File: src/rtl/rc_pkg.sv
// rc_pkg -- shared definitions for the serial ripple-carry adder (rc_serial).
//   state_t   : controller state encoding (IDLE / RUN / DONE)
//   clog2     : counter width helper, never returns less than 1
//   width_ok  : legality check for the W / K parameter pair
package rc_pkg;

  typedef enum logic [1:0] {
    IDLE = 2'd0,
    RUN  = 2'd1,
    DONE = 2'd2
  } state_t;

  // Bits needed to count 0..n-1; a single-slice adder still gets a 1-bit counter.
  function automatic int clog2(input int n);
    int r;
    r = 0;
    for (int i = 0; i < 31; i++) begin
      if ((1 << i) < n) r = i + 1;
    end
    return (r < 1) ? 1 : r;
  endfunction

  // The operand must split into a whole number of K-bit slices.
  function automatic bit width_ok(input int w, input int k);
    return (w >= 1) && (k >= 1) && ((w % k) == 0);
  endfunction

endpackage

File: src/rtl/rc_slice.sv
// rc_slice -- combinational K-bit ripple-carry slice built from rc-style
// generate (a & b) and propagate (a | b) terms.
// Ports:
//   a, b   : K-bit operand slices
//   ci     : carry into bit 0 of the slice
//   sum    : K-bit slice sum
//   co     : carry out of bit K-1
//   c_msb  : carry into bit K-1 (needed for signed overflow on the top slice)
module rc_slice #(
  parameter int K = 1
) (
  input  logic [K-1:0] a,
  input  logic [K-1:0] b,
  input  logic         ci,
  output logic [K-1:0] sum,
  output logic         co,
  output logic         c_msb
);

  logic [K-1:0] g;
  logic [K-1:0] p;
  logic [K:0]   c;

  assign g    = a & b;
  assign p    = a | b;
  assign c[0] = ci;

  for (genvar i = 0; i < K; i++) begin : g_bit
    assign c[i+1] = g[i] | (p[i] & c[i]);
    assign sum[i] = a[i] ^ b[i] ^ c[i];
  end

  assign co    = c[K];
  assign c_msb = c[K-1];

endmodule

File: src/rtl/rc_serial.sv
// rc_serial -- multi-cycle W-bit adder, K bits per clock, LSB slice first,
// with a start/busy/done handshake.
// Ports:
//   clock, reset : clock and synchronous active-high reset
//   start        : request, only looked at in IDLE
//   x, y, cin    : operands, captured when start is accepted
//   busy         : high whenever the controller is not IDLE
//   done         : one-cycle pulse when s/cout hold a fresh result
//   s, cout      : registered sum and carry-out, held until the next result
//   ovf          : signed overflow, present only when RC_SERIAL_OVF_EN is defined
module rc_serial
  import rc_pkg::*;
#(
  parameter int W = 8,
  parameter int K = 1
) (
  input  logic         clock,
  input  logic         reset,
  input  logic         start,
  input  logic [W-1:0] x,
  input  logic [W-1:0] y,
  input  logic         cin,
  output logic         busy,
  output logic         done,
  output logic [W-1:0] s,
  output logic         cout
`ifdef RC_SERIAL_OVF_EN
  ,
  output logic         ovf
`endif
);

  localparam int N  = W / K;
  localparam int CW = clog2(N);
  localparam logic [CW-1:0] LAST = CW'(N - 1);

  if (!width_ok(W, K)) begin : g_bad_width
    $error("rc_serial: W must be a positive multiple of K");
  end

  state_t        state;
  state_t        state_nxt;
  logic [W-1:0]  xs;
  logic [W-1:0]  ys;
  logic [W-1:0]  sum_sr;
  logic [W-1:0]  sum_full;
  logic          carry;
  logic [CW-1:0] cnt;
  logic [K-1:0]  slice_sum;
  logic          slice_co;
  logic          slice_cmsb;
  logic          last;

  rc_slice #(.K(K)) u_slice (
    .a     (xs[K-1:0]),
    .b     (ys[K-1:0]),
    .ci    (carry),
    .sum   (slice_sum),
    .co    (slice_co),
    .c_msb (slice_cmsb)
  );

  assign last = (cnt == LAST);

  // New slice enters at the top; after N shifts the sum is LSB-aligned.
  if (N == 1) begin : g_one_slice
    assign sum_full = slice_sum;
  end else begin : g_multi_slice
    assign sum_full = {slice_sum, sum_sr[W-1:K]};
  end

  // The lowest slice of sum_sr is shifted out without being read.
  logic [K-1:0] unused_sr_low;
  assign unused_sr_low = sum_sr[K-1:0];

`ifndef RC_SERIAL_OVF_EN
  logic unused_cmsb;
  assign unused_cmsb = slice_cmsb;
`endif

  always_ff @(posedge clock) begin
    if (reset) state <= IDLE;
    else       state <= state_nxt;
  end

  always_comb begin
    state_nxt = state;
    case (state)
      IDLE:    if (start) state_nxt = RUN;
      RUN:     if (last)  state_nxt = DONE;
      DONE:    state_nxt = IDLE;
      default: state_nxt = IDLE;
    endcase
  end

  always_comb begin
    busy = (state != IDLE);
    done = (state == DONE);
  end

  always_ff @(posedge clock) begin
    if (reset) begin
      xs     <= '0;
      ys     <= '0;
      sum_sr <= '0;
      carry  <= 1'b0;
      cnt    <= '0;
      s      <= '0;
      cout   <= 1'b0;
`ifdef RC_SERIAL_OVF_EN
      ovf    <= 1'b0;
`endif
    end else begin
      case (state)
        IDLE: begin
          if (start) begin
            xs    <= x;
            ys    <= y;
            carry <= cin;
            cnt   <= '0;
          end
        end
        RUN: begin
          xs     <= xs >> K;
          ys     <= ys >> K;
          carry  <= slice_co;
          sum_sr <= sum_full;
          cnt    <= cnt + 1'b1;
          if (last) begin
            s    <= sum_full;
            cout <= slice_co;
`ifdef RC_SERIAL_OVF_EN
            // Top slice: carry into the MSB differs from carry out on signed overflow.
            ovf  <= slice_cmsb ^ slice_co;
`endif
          end
        end
        default: ;
      endcase
    end
  end

endmodule

File: config.mk
export PLATFORM = sky130hd
export DESIGN_NAME = rc_serial
export DESIGN_NICKNAME = d
export VERILOG_FILES = /design/src/rtl/rc_pkg.sv /design/src/rtl/rc_slice.sv /design/src/rtl/rc_serial.sv
export SDC_FILE = /design/constraint.sdc
export NUM_CORES = 1
export LEC_CHECK = 0
export CAP_MARGIN = 10
export CORE_MARGIN = 1
export CORE_UTILIZATION = 55
export DETAILED_ROUTE_END_ITERATION = 7
export PLACE_DENSITY = 0.9
export SYNTH_ARGS = -nofsm -noshare
export SYNTH_HDL_FRONTEND = slang
export SYNTH_HIERARCHICAL = 1
export SYNTH_SLANG_ARGS = --single-unit
File: constraint.sdc
create_clock -name clock -period 2.3 [get_ports clock]
set_input_delay 0.46 -clock clock [delete_from_list [all_inputs] [get_ports clock]]
set_output_delay 0.46 -clock clock [all_outputs]
set_load 0.01 [all_outputs]
# [After elaboration in Yosys (flattened, before gate mapping)]
# Cells that the tools add are included.
# W data, S select, Z words.
[totals] regBits=39 input_bits=20 output_inout_bits=11 elab_cells=37
[classes] add_sub_neg=1 eq_ne=5 n_mux=11 bitwise=6 n_reduce_logical=6
[op_table] cell="$pmux W8 S2" count=2
[op_table] cell="$mux W8" count=2
[op_table] cell="$pmux W3 S2" count=1
[op_table] cell="$reduce_and A2 Y1" count=3
[op_table] cell="$mux W2" count=2
[op_table] cell="$ne A2 B2 Y1 const B" count=2
[op_table] cell="$pmux W2 S2" count=1
[op_table] cell="$reduce_bool A2 Y1" count=2
[op_table] cell="$add A3 B1 Y3 const B" count=1
[op_table] cell="$eq A3 B3 Y1 const B" count=1
[op_table] cell="$mux W3" count=1
[op_table] cell="$and A1 B1 Y1" count=2
[op_table] cell="$eq A2 B1 Y1 const B" count=1
[op_table] cell="$eq A2 B2 Y1 const B" count=1
[op_table] cell="$logic_not A2 Y1" count=1
[op_table] cell="$or A1 B1 Y1" count=2
[op_table] cell="$pmux W1 S2" count=1
[op_table] cell="$xor A1 B1 Y1" count=2
[op_table] cell="$mux W1" count=1

# [Depth between registers and ports, before layout]
# Gate-level depths: netlist of run 1.
[depth] depth_word=4 ltp_mapped=6 ltp_nobuf=5

# [By module]
# The synthesis of run 1 kept the hierarchy.
[modules_own_cells] mod="rc_serial" instances=1 cells_per_inst=169 area_per_inst_um2=1685.4 seq_area_each_um2=760.7
[modules_own_cells] mod="rc_slice" instances=1 cells_per_inst=2 area_per_inst_um2=27.5 seq_area_each_um2=0.0

# [Least setup slack after synthesis of run 1]
# No wires, ideal clock.
[synth_path] kind="reg2out" startpoint="reg state[0]" endpoint="out busy" arrival_time_ns=0.837 t_required_ns=1.840 slack_ns=1.003 stages_incl_launch_ff=4 n_path_buf=2 path_cell_list="dfxtp_1 -> buf_6 -> buf_6 -> or2_2"
[synth_between] elab_chain_cells=1
[synth_lines] item="start: declaration" line_no="rc_serial.sv:41" text="state_t state;"
[synth_lines] item="start signal: assignment" line_no="rc_serial.sv:83" text="else state <= state_nxt;"
[synth_lines] item="$reduce_bool A2 Y1" line_no="rc_serial.sv:97" text="busy = (state != IDLE);"
[synth_lines] item="end: declaration" line_no="rc_serial.sv:23" text="output logic busy,"
# Every way passes these cells.

# [Worst setup path after layout of run 1]
[layout_path] startpoint="reg state[1]" endpoint="out busy"
# The elaborated chain is that of the path after synthesis.

==> impl_metrics.tcl, run 1 <==
set metrics [dict create \
    hp-class "flip-flop to flip-flop" \
    rows 19 \
    worstReg2RegEnd "ys[0]" \
    tightest_slew_ns 0.6315 \
    start_util 0.5978 \
    hold_buffers 0 \
    drt-vias-per-instance 5.443 \
    start_kind "flip-flop" \
    max_stage_delay_ns 0.48 \
    dp_hpwl_um 2067 \
    fin_util 0.7026 \
    critPathBufInv 1 \
    finalPower_mw 1.246 \
    regArea_um2 760.7 \
    dieArea_mm2 0.003328 \
    grt_overflow 0 \
    hold_start "sum_sr[1]" \
    post_dp_cell_area_mm2 0.001944 \
    clk_pin_slew_ns 0.11 \
    multi_input_area_um2 825.8 \
    post-route-min-period_ns 1.998 \
    worstPathRequired_ns 1.84 \
    io_buffers 30 \
    outcome "finished with violations" \
    dr.pass1.iters 6 \
    numCtsBuffers 5 \
    areaGrowthSynthToFinish_pct 17.53 \
    core-area_mm2 0.002853 \
    cp-endpoint "busy" \
    critPathTopFamily "buffers and inverters" \
    vias 1241 \
    h-tree-depth 2 \
    antennaDiodeCount 0 \
    setup_viol 0 \
    worstSetupStartpoint "state[1]" \
    layout.cells.non_filler 228 \
    fin_setup_tns_ns 0 \
    syn_area_mm2 0.001705 \
    insertion_delay_ns 0.34 \
    p_switching_mw 0.3199 \
    period_share 0.8688 \
    pin_count 31 \
    clockRootBuffer "clkbuf_4" \
    cap_viol_max_count 0 \
    grt_max_degree 39 \
    cts_resized 0 \
    routed_wirelength_um 2940 \
    critPathSlowestCell "clkdlybuf4s50_1" \
    cts_sinks 38 \
    grtUsageTotal 0.2042 \
    skew_ns 0.009905 \
    drc 1 \
    wl_per_cell_um 12.89 \
    placed_cells 220 \
    clkPwrFrac 0.287 \
    drt_iter0_drc 32 \
    antenna_found_initial 0 \
    relSlewSlack 0.5781 \
    grt_pass1_vias 1242 \
    clk_path_buf_depth 2 \
    p_leak_nw 0.7227 \
    seqPwrFrac 0.573 \
    final_hold_viol_count 0 \
    crit_arrival_ns 1.54 \
    post_cts_buffers 0 \
    r2r-start "state[0]" \
    reg2reg_depth 4 \
    internal_power_mw 0.9261 \
    synth_nets 193 \
    comb_power_share 0.140 \
    violations "design-rule violations" \
    finalNetCount 219 \
    ir_drop_uv 432.0 \
    avgSynthCellArea_um2 10.03 \
    yosysWarnings 6 \
    routabilityCongestion 0.7543 \
    rsz0062_at_grt "false" \
    nFillCells 217 \
    drive_above_1_share 0.2081 \
    worst-path-stages 2 \
    drt.antenna.violating_nets 0 \
    path_class "flip-flop to output pin" \
    grt_pass1_wl_um 5168 \
    cp_cell_sequence "or2_2, clkdlybuf4s50_1" \
    reg2reg_setup_slack_ns 0.56 \
    p_per_area_mw_per_mm2 621.6 \
    crit_fanout 10 \
    power_switching_share 0.2568 \
    final_area_mm2 0.002004 \
    slew_violations 0 \
    fp.dieH_um 57.69 \
    end_kind "output pin" \
    syn-instance-count 170 \
    cts_tree "yes" \
    die_x_um 57.69 \
    max_freq_ghz 0.5005 \
]
through the flow:
step	hold WS, ns	worst slack, ns
floorplan	0.4321	1.003
global placement	0.4433	0.4611
detailed placement	0.4464	0.4150
CTS	0.4630	0.2900
global route	0.4815	0.1862
finish	0.4636	0.3019
metal layers:
| metal | vias to the layer above | wire length (um) | GRT usage |
|---|---|---|---|
| li1 | 636 | - | - |
| met2 | 25 | 1442 | 0.3505 |
| met3 | 8 | 120 | 0.05134 |
| met1 | 572 | 1327 | 0.2406 |
| met5 | - | 0 | 0 |
| met4 | 0 | 50 | 0.09524 |
worst register-to-register path, delay by kind of cell, from the launching register on:
kind            cells  cell delay (ns)
flops               1             0.45
buf+inv             1             0.34
compound gates      2             0.76
simple gates        1             0.10
sequential cells by signal, indices dropped and copies added, names as in the netlist:
| signal | flops |
|---|---|
| s | 8 |
| xs | 8 |
| ys | 8 |
| sum_sr | 7 |
| cnt | 3 |
| state | 2 |
| carry | 1 |
| cout | 1 |
area by class of cell:
class / instances / area share
clock buffers: 7 / 0.02747
inverters: 1 / 0.001873
well taps: 31 / 0.01935
clock inverters: 1 / 0.002497
flip-flops and latches: 38 / 0.3795
multi-input cells: 118 / 0.4120
repair buffers: 32 / 0.1573
cells in the final DEF (no fill, tap or decap), types with 2 or more instances in the layout:
cell type	n
nor2b_1	2
a22oi_1	4
a211oi_2	15
dfxtp_1	38
a21oi_1	16
nor2_2	14
clkdlybuf4s50_1	30
nand2_1	32
mux2i_1	16
clkbuf_4	5
buf_4	2
ha_1	2
nor2_1	7
worst min-delay path by stage:
| stage | cells past startpoint | endpoint | slack [ns] |
|---|---|---|---|
| after floorplan | 2 | s[0] | 0.43 |
| after global placement | 2 | s[0] | 0.44 |
| after detailed placement | 2 | s[0] | 0.45 |
| after CTS | 2 | s[0] | 0.46 |
| after global routing | 2 | s[0] | 0.48 |
| final | 2 | s[0] | 0.46 |
power by group through the flow:
stage               Combinational (mW)  Sequential [mW]  Clock [mW]
floorplan                        0.141            0.722           0
global placement                 0.168            0.727           0
detailed placement               0.175            0.729           0
CTS                              0.176            0.714       0.364
global route                     0.192            0.718       0.395
finish                           0.174            0.714       0.357
(Power assumes the default switching activity.)
==> inputs of run 2 (changes only) <==
--- a/config.mk
+++ b/config.mk
@@ -5,7 +5,7 @@
 export SDC_FILE = /design/constraint.sdc
 export NUM_CORES = 1
 export LEC_CHECK = 0
-export CAP_MARGIN = 10
+export CORE_ASPECT_RATIO = 1.2
 export CORE_MARGIN = 1
 export CORE_UTILIZATION = 55
 export DETAILED_ROUTE_END_ITERATION = 7
==> impl_metrics.tcl, run 2 (synthesis results as in run 1) <==
set metrics [dict create \
    skew_ns 0.01450 \
    drt.antenna.violating_nets 0 \
    io_buffers 30 \
    outcome "finished clean" \
    clockRootBuffer "clkbuf_4" \
    core-area_mm2 0.002864 \
    tightest_slew_ns 0.6466 \
    max_freq_ghz 0.4932 \
    post_cts_buffers 0 \
    post-route-min-period_ns 2.028 \
    mostFrequentLayoutCells "dfxtp_1, nand2_1, clkdlybuf4s50_1" \
    critPathSlowestCell "clkdlybuf4s50_1" \
    dp_hpwl_um 2126 \
    fin_setup_tns_ns 0 \
    end_kind "output pin" \
    nFillCells 208 \
    finalNetCount 219 \
    numCtsBuffers 5 \
    setup_viol 0 \
    dieArea_mm2 0.003328 \
    rsz0062_at_grt "false" \
    antennaDiodeCount 0 \
    cap_viol_max_count 0 \
    min_path_cells 2 \
    drive_above_1_share 0.2132 \
    grtUsageTotal 0.2155 \
    path_class "flip-flop to output pin" \
    hold_buffers 0 \
    start_kind "flip-flop" \
    grt_pass1_wl_um 5237 \
    whs_endpoint "s[5]" \
    insertion_delay_ns 0.35 \
    die_x_um 52.83 \
    areaGrowthSynthToFinish_pct 18.71 \
    slew_violations 0 \
    final_common_cell "dfxtp_1" \
    cts_tree "yes" \
    worstReg2RegEnd "cnt[0]" \
    place_ws_ns 0.4026 \
    routed_wirelength_um 3028 \
    hp-class "flip-flop to flip-flop" \
    pin_count 31 \
    drt_iter0_drc 21 \
    cp_cell_sequence "nor2b_1, clkdlybuf4s50_1" \
    worstPathRequired_ns 1.84 \
    drc 0 \
    clk_path_buf_depth 2 \
    h-tree-depth 2 \
    grt_pass1_vias 1295 \
    cts_resized 0 \
    dr.pass1.iters 4 \
    crit_fanout 10 \
    rows 21 \
    period_share 0.8816 \
    max_stage_delay_ns 0.54 \
    drt-vias-per-instance 5.472 \
    vias 1264 \
    reg2reg_depth 4 \
    biggestRegsByFlops "s x8, xs x8, ys x8" \
    start_util 0.5955 \
    fp.dieH_um 63 \
    crit_arrival_ns 1.57 \
    wl_per_cell_um 13.11 \
    grt_overflow 0 \
    p_per_area_mw_per_mm2 623.4 \
    reg2reg_setup_slack_ns 0.63 \
    worstSetupStartpoint "state[1]" \
    p_leak_nw 0.7263 \
    ir_drop_uv 400.3 \
    hold_start "s[5]" \
    antenna_found_initial 0 \
    cts_sinks 38 \
    final_hold_viol_count 0 \
    worst_slack_ns 0.2724 \
    relSlewSlack 0.5681 \
    grt_max_degree 35 \
    r2r-start "state[0]" \
    clk_pin_slew_ns 0.11 \
    routabilityCongestion 0.7304 \
]
==> run 2: cell types whose count changed in the layout (fill, tap and decap cells not counted), sizes merged <==
| cell | before | now |
|---|---|---|
| clkinvlp | 0 | 1 |
| clkbuf | 7 | 6 |
==> run 2: layout make-up <==
class / count / area [um2] / share of cell area
Clock buffer: 6 / 51.30 / 0.02534
Clock inverter: 2 / 12.51 / 0.006180
Inverter: 1 / 3.754 / 0.001854
Multi-Input combinational cell: 118 / 825.8 / 0.4079
Sequential cell: 38 / 760.7 / 0.3758
Tap cell: 34 / 42.54 / 0.02101
Timing Repair Buffer: 32 / 327.8 / 0.1619
==> run 2: worst max-delay path by stage <==
stage	endpoint	slack, ns	depth (start not counted)
after floorplan	busy	1.00	3
after global placement	ys[0]	0.47	4
after detailed placement	ys[0]	0.40	4
after CTS	done	0.27	2
after global routing	done	0.19	2
final	done	0.27	2
==> run 2: per-stage QoR <==
stage	area (um2)	total power, mW	instances	utilization	hold slack, ns
floorplan	1705	0.8623	170	-	0.4321
global placement	1961	0.8959	223	0.6846	0.4395
detailed placement	1961	0.9069	223	0.6846	0.4485
CTS	2024	1.271	231	0.7069	0.4648
global route	2024	1.320	231	0.7069	0.4789
finish	2024	1.262	231	0.7069	0.4647
==> run 2: power by group <==
part | switching (mW) | internal, mW
registers | 0.0226 | 0.689
logic | 0.0882 | 0.0905
clock network | 0.224 | 0.147
total | 0.335 | 0.927
==> run 2: worst max-delay path, delay by kind of cell (launching register included) <==
family / cells / cell delay, ns
buf+inv: 1 / 0.54
flops: 1 / 0.50
simple gates: 1 / 0.18
==> run 2: per-layer routing <==
metal | routed length (um) | share of wire | vias to the layer above | global-route usage
li1 | - | - | 633 | -
met1 | 1276 | 0.42 | 593 | 0.2246
met2 | 1555 | 0.51 | 30 | 0.3703
met3 | 120 | 0.040 | 8 | 0.05109
met4 | 76 | 0.025 | 0 | 0.1349
met5 | 0 | 0 | - | 0
==> inputs of run 3 (changes only) <==
--- a/config.mk
+++ b/config.mk
@@ -7,9 +7,10 @@
 export LEC_CHECK = 0
 export CORE_ASPECT_RATIO = 1.2
 export CORE_MARGIN = 1
-export CORE_UTILIZATION = 55
+export CORE_UTILIZATION = 58
+export CTS_BUF_LIST = sky130_fd_sc_hd__clkbuf_8
 export DETAILED_ROUTE_END_ITERATION = 7
-export PLACE_DENSITY = 0.9
+export PLACE_DENSITY = 0.94
 export SYNTH_ARGS = -nofsm -noshare
 export SYNTH_HDL_FRONTEND = slang
 export SYNTH_HIERARCHICAL = 1
==> impl_metrics.tcl, run 3 (synthesis results as in run 1) <==
set metrics [dict create \
    outcome "finished clean" \
    min_path_cells 2 \
    grt_pass1_vias 1226 \
    cap_viol_max_count 0 \
    crit_fanout 10 \
    p_leak_nw 0.7398 \
    worst_slack_ns 0.3358 \
    critPathTopFamily "buffers and inverters" \
    cts_tree "yes" \
    grt_overflow 0 \
    place_ws_ns 0.3785 \
    grtUsageTotal 0.2317 \
    core-area_mm2 0.002785 \
    insertion_delay_ns 0.29 \
    final_common_cell "dfxtp_1" \
    io_buffers 30 \
    routed_wirelength_um 3119 \
    cp_cell_sequence "nor2b_1, clkdlybuf4s50_1" \
    start_util 0.6123 \
    grt_pass1_wl_um 5188 \
    h-tree-depth 2 \
    relSlewSlack 0.5711 \
    routabilityCongestion 0.7012 \
    finalPower_mw 1.356 \
    post_cts_buffers 0 \
    dr.pass1.iters 4 \
    numCtsBuffers 5 \
    reg2reg_setup_slack_ns 0.57 \
    areaGrowthSynthToFinish_pct 19.59 \
    clkPwrFrac 0.345 \
    worstPathRequired_ns 1.84 \
    placed_cells 223 \
    cts_sinks 38 \
    crit_arrival_ns 1.50 \
    hold_buffers 0 \
    end_kind "output pin" \
    start_kind "flip-flop" \
    rows 21 \
    final_area_mm2 0.002039 \
    period_share 0.8540 \
    setup_viol 0 \
    wl_per_cell_um 13.50 \
    p_switching_mw 0.3410 \
    ir_drop_uv 614.6 \
    die_x_um 51.50 \
    fin_util 0.7323 \
    fp.dieH_um 61.40 \
    dp_hpwl_um 2201 \
    post-route-min-period_ns 1.964 \
    fin_setup_tns_ns 0 \
    rsz0062_at_grt "false" \
    drive_above_1_share 0.2081 \
    comb_power_share 0.129 \
    pin_count 31 \
    post_dp_cell_area_mm2 0.001948 \
    worst-path-stages 2 \
    p_per_area_mw_per_mm2 664.7 \
    tightest_slew_ns 0.6420 \
    final_hold_viol_count 0 \
    hold-worst-slack_ns 0.4580 \
    critPathBufInv 1 \
    mostFrequentLayoutCells "dfxtp_1, nand2_1, clkdlybuf4s50_1" \
    power_switching_share 0.2515 \
    antenna_found_initial 0 \
    reg2reg_depth 4 \
    path_class "flip-flop to output pin" \
    biggestRegsByFlops "s x8, xs x8, ys x8" \
    clk_path_buf_depth 2 \
    critPathSlowestCell "clkdlybuf4s50_1" \
    drt_iter0_drc 36 \
    clk_pin_slew_ns 0.07 \
    clockRootBuffer "clkbuf_8" \
    drt.antenna.violating_nets 0 \
    vias 1265 \
    antennaDiodeCount 0 \
    max_stage_delay_ns 0.55 \
    drt-vias-per-instance 5.476 \
    seqPwrFrac 0.526 \
    skew_ns 0.005902 \
    slew_violations 0 \
    max_freq_ghz 0.5091 \
    cts_resized 0 \
    drc 0 \
    finalNetCount 219 \
    layout.cells.non_filler 231 \
    grt_max_degree 39 \
    hp-class "flip-flop to flip-flop" \
    dieArea_mm2 0.003162 \
    internal_power_mw 1.015 \
]
run 3: worst paths after layout:
check | startpoint | endpoint
setup / recovery | state[1] | done
hold / removal | s[7] | s[7]
setup reg to reg | state[0] | cnt[0]
hold reg to reg | s[7] | s[7]
run 3: area by class of cell:
type	count	area (um2)
Fill cell	221	745.7
Multi-Input combinational cell	118	825.8
Tap cell	34	42.54
Clock buffer	6	82.58
Timing Repair Buffer	32	315.3
Clock inverter	2	8.758
Inverter	1	3.754
Sequential cell	38	760.7
run 3: worst register-to-register path, cell delays in order, from the launching register on:
cell and delay, ns:
dfxtp_1 0.37, buf_4 0.35, nor2b_1 0.59, nor2_1 0.13
a211oi_2 0.22
run 3: metal layers:
layer,vias up,wire length (um),share of wire,track usage
met4,0,75,0.024,0.1236
met1,592,1270,0.41,0.2265
met5,-,0,0,0
li1,634,-,-,-
met2,31,1647,0.53,0.4267
met3,8,125,0.040,0.08395
run 3: power by group through the flow:
stage	logic, mW	registers [mW]	clock network [mW]
3_3_place_gp	0.168	0.725	0
3_5_place_dp	0.177	0.728	0
4_1_cts	0.177	0.712	0.478
2_1_floorplan	0.141	0.722	0
6_report	0.175	0.713	0.468
5_1_grt	0.191	0.716	0.508
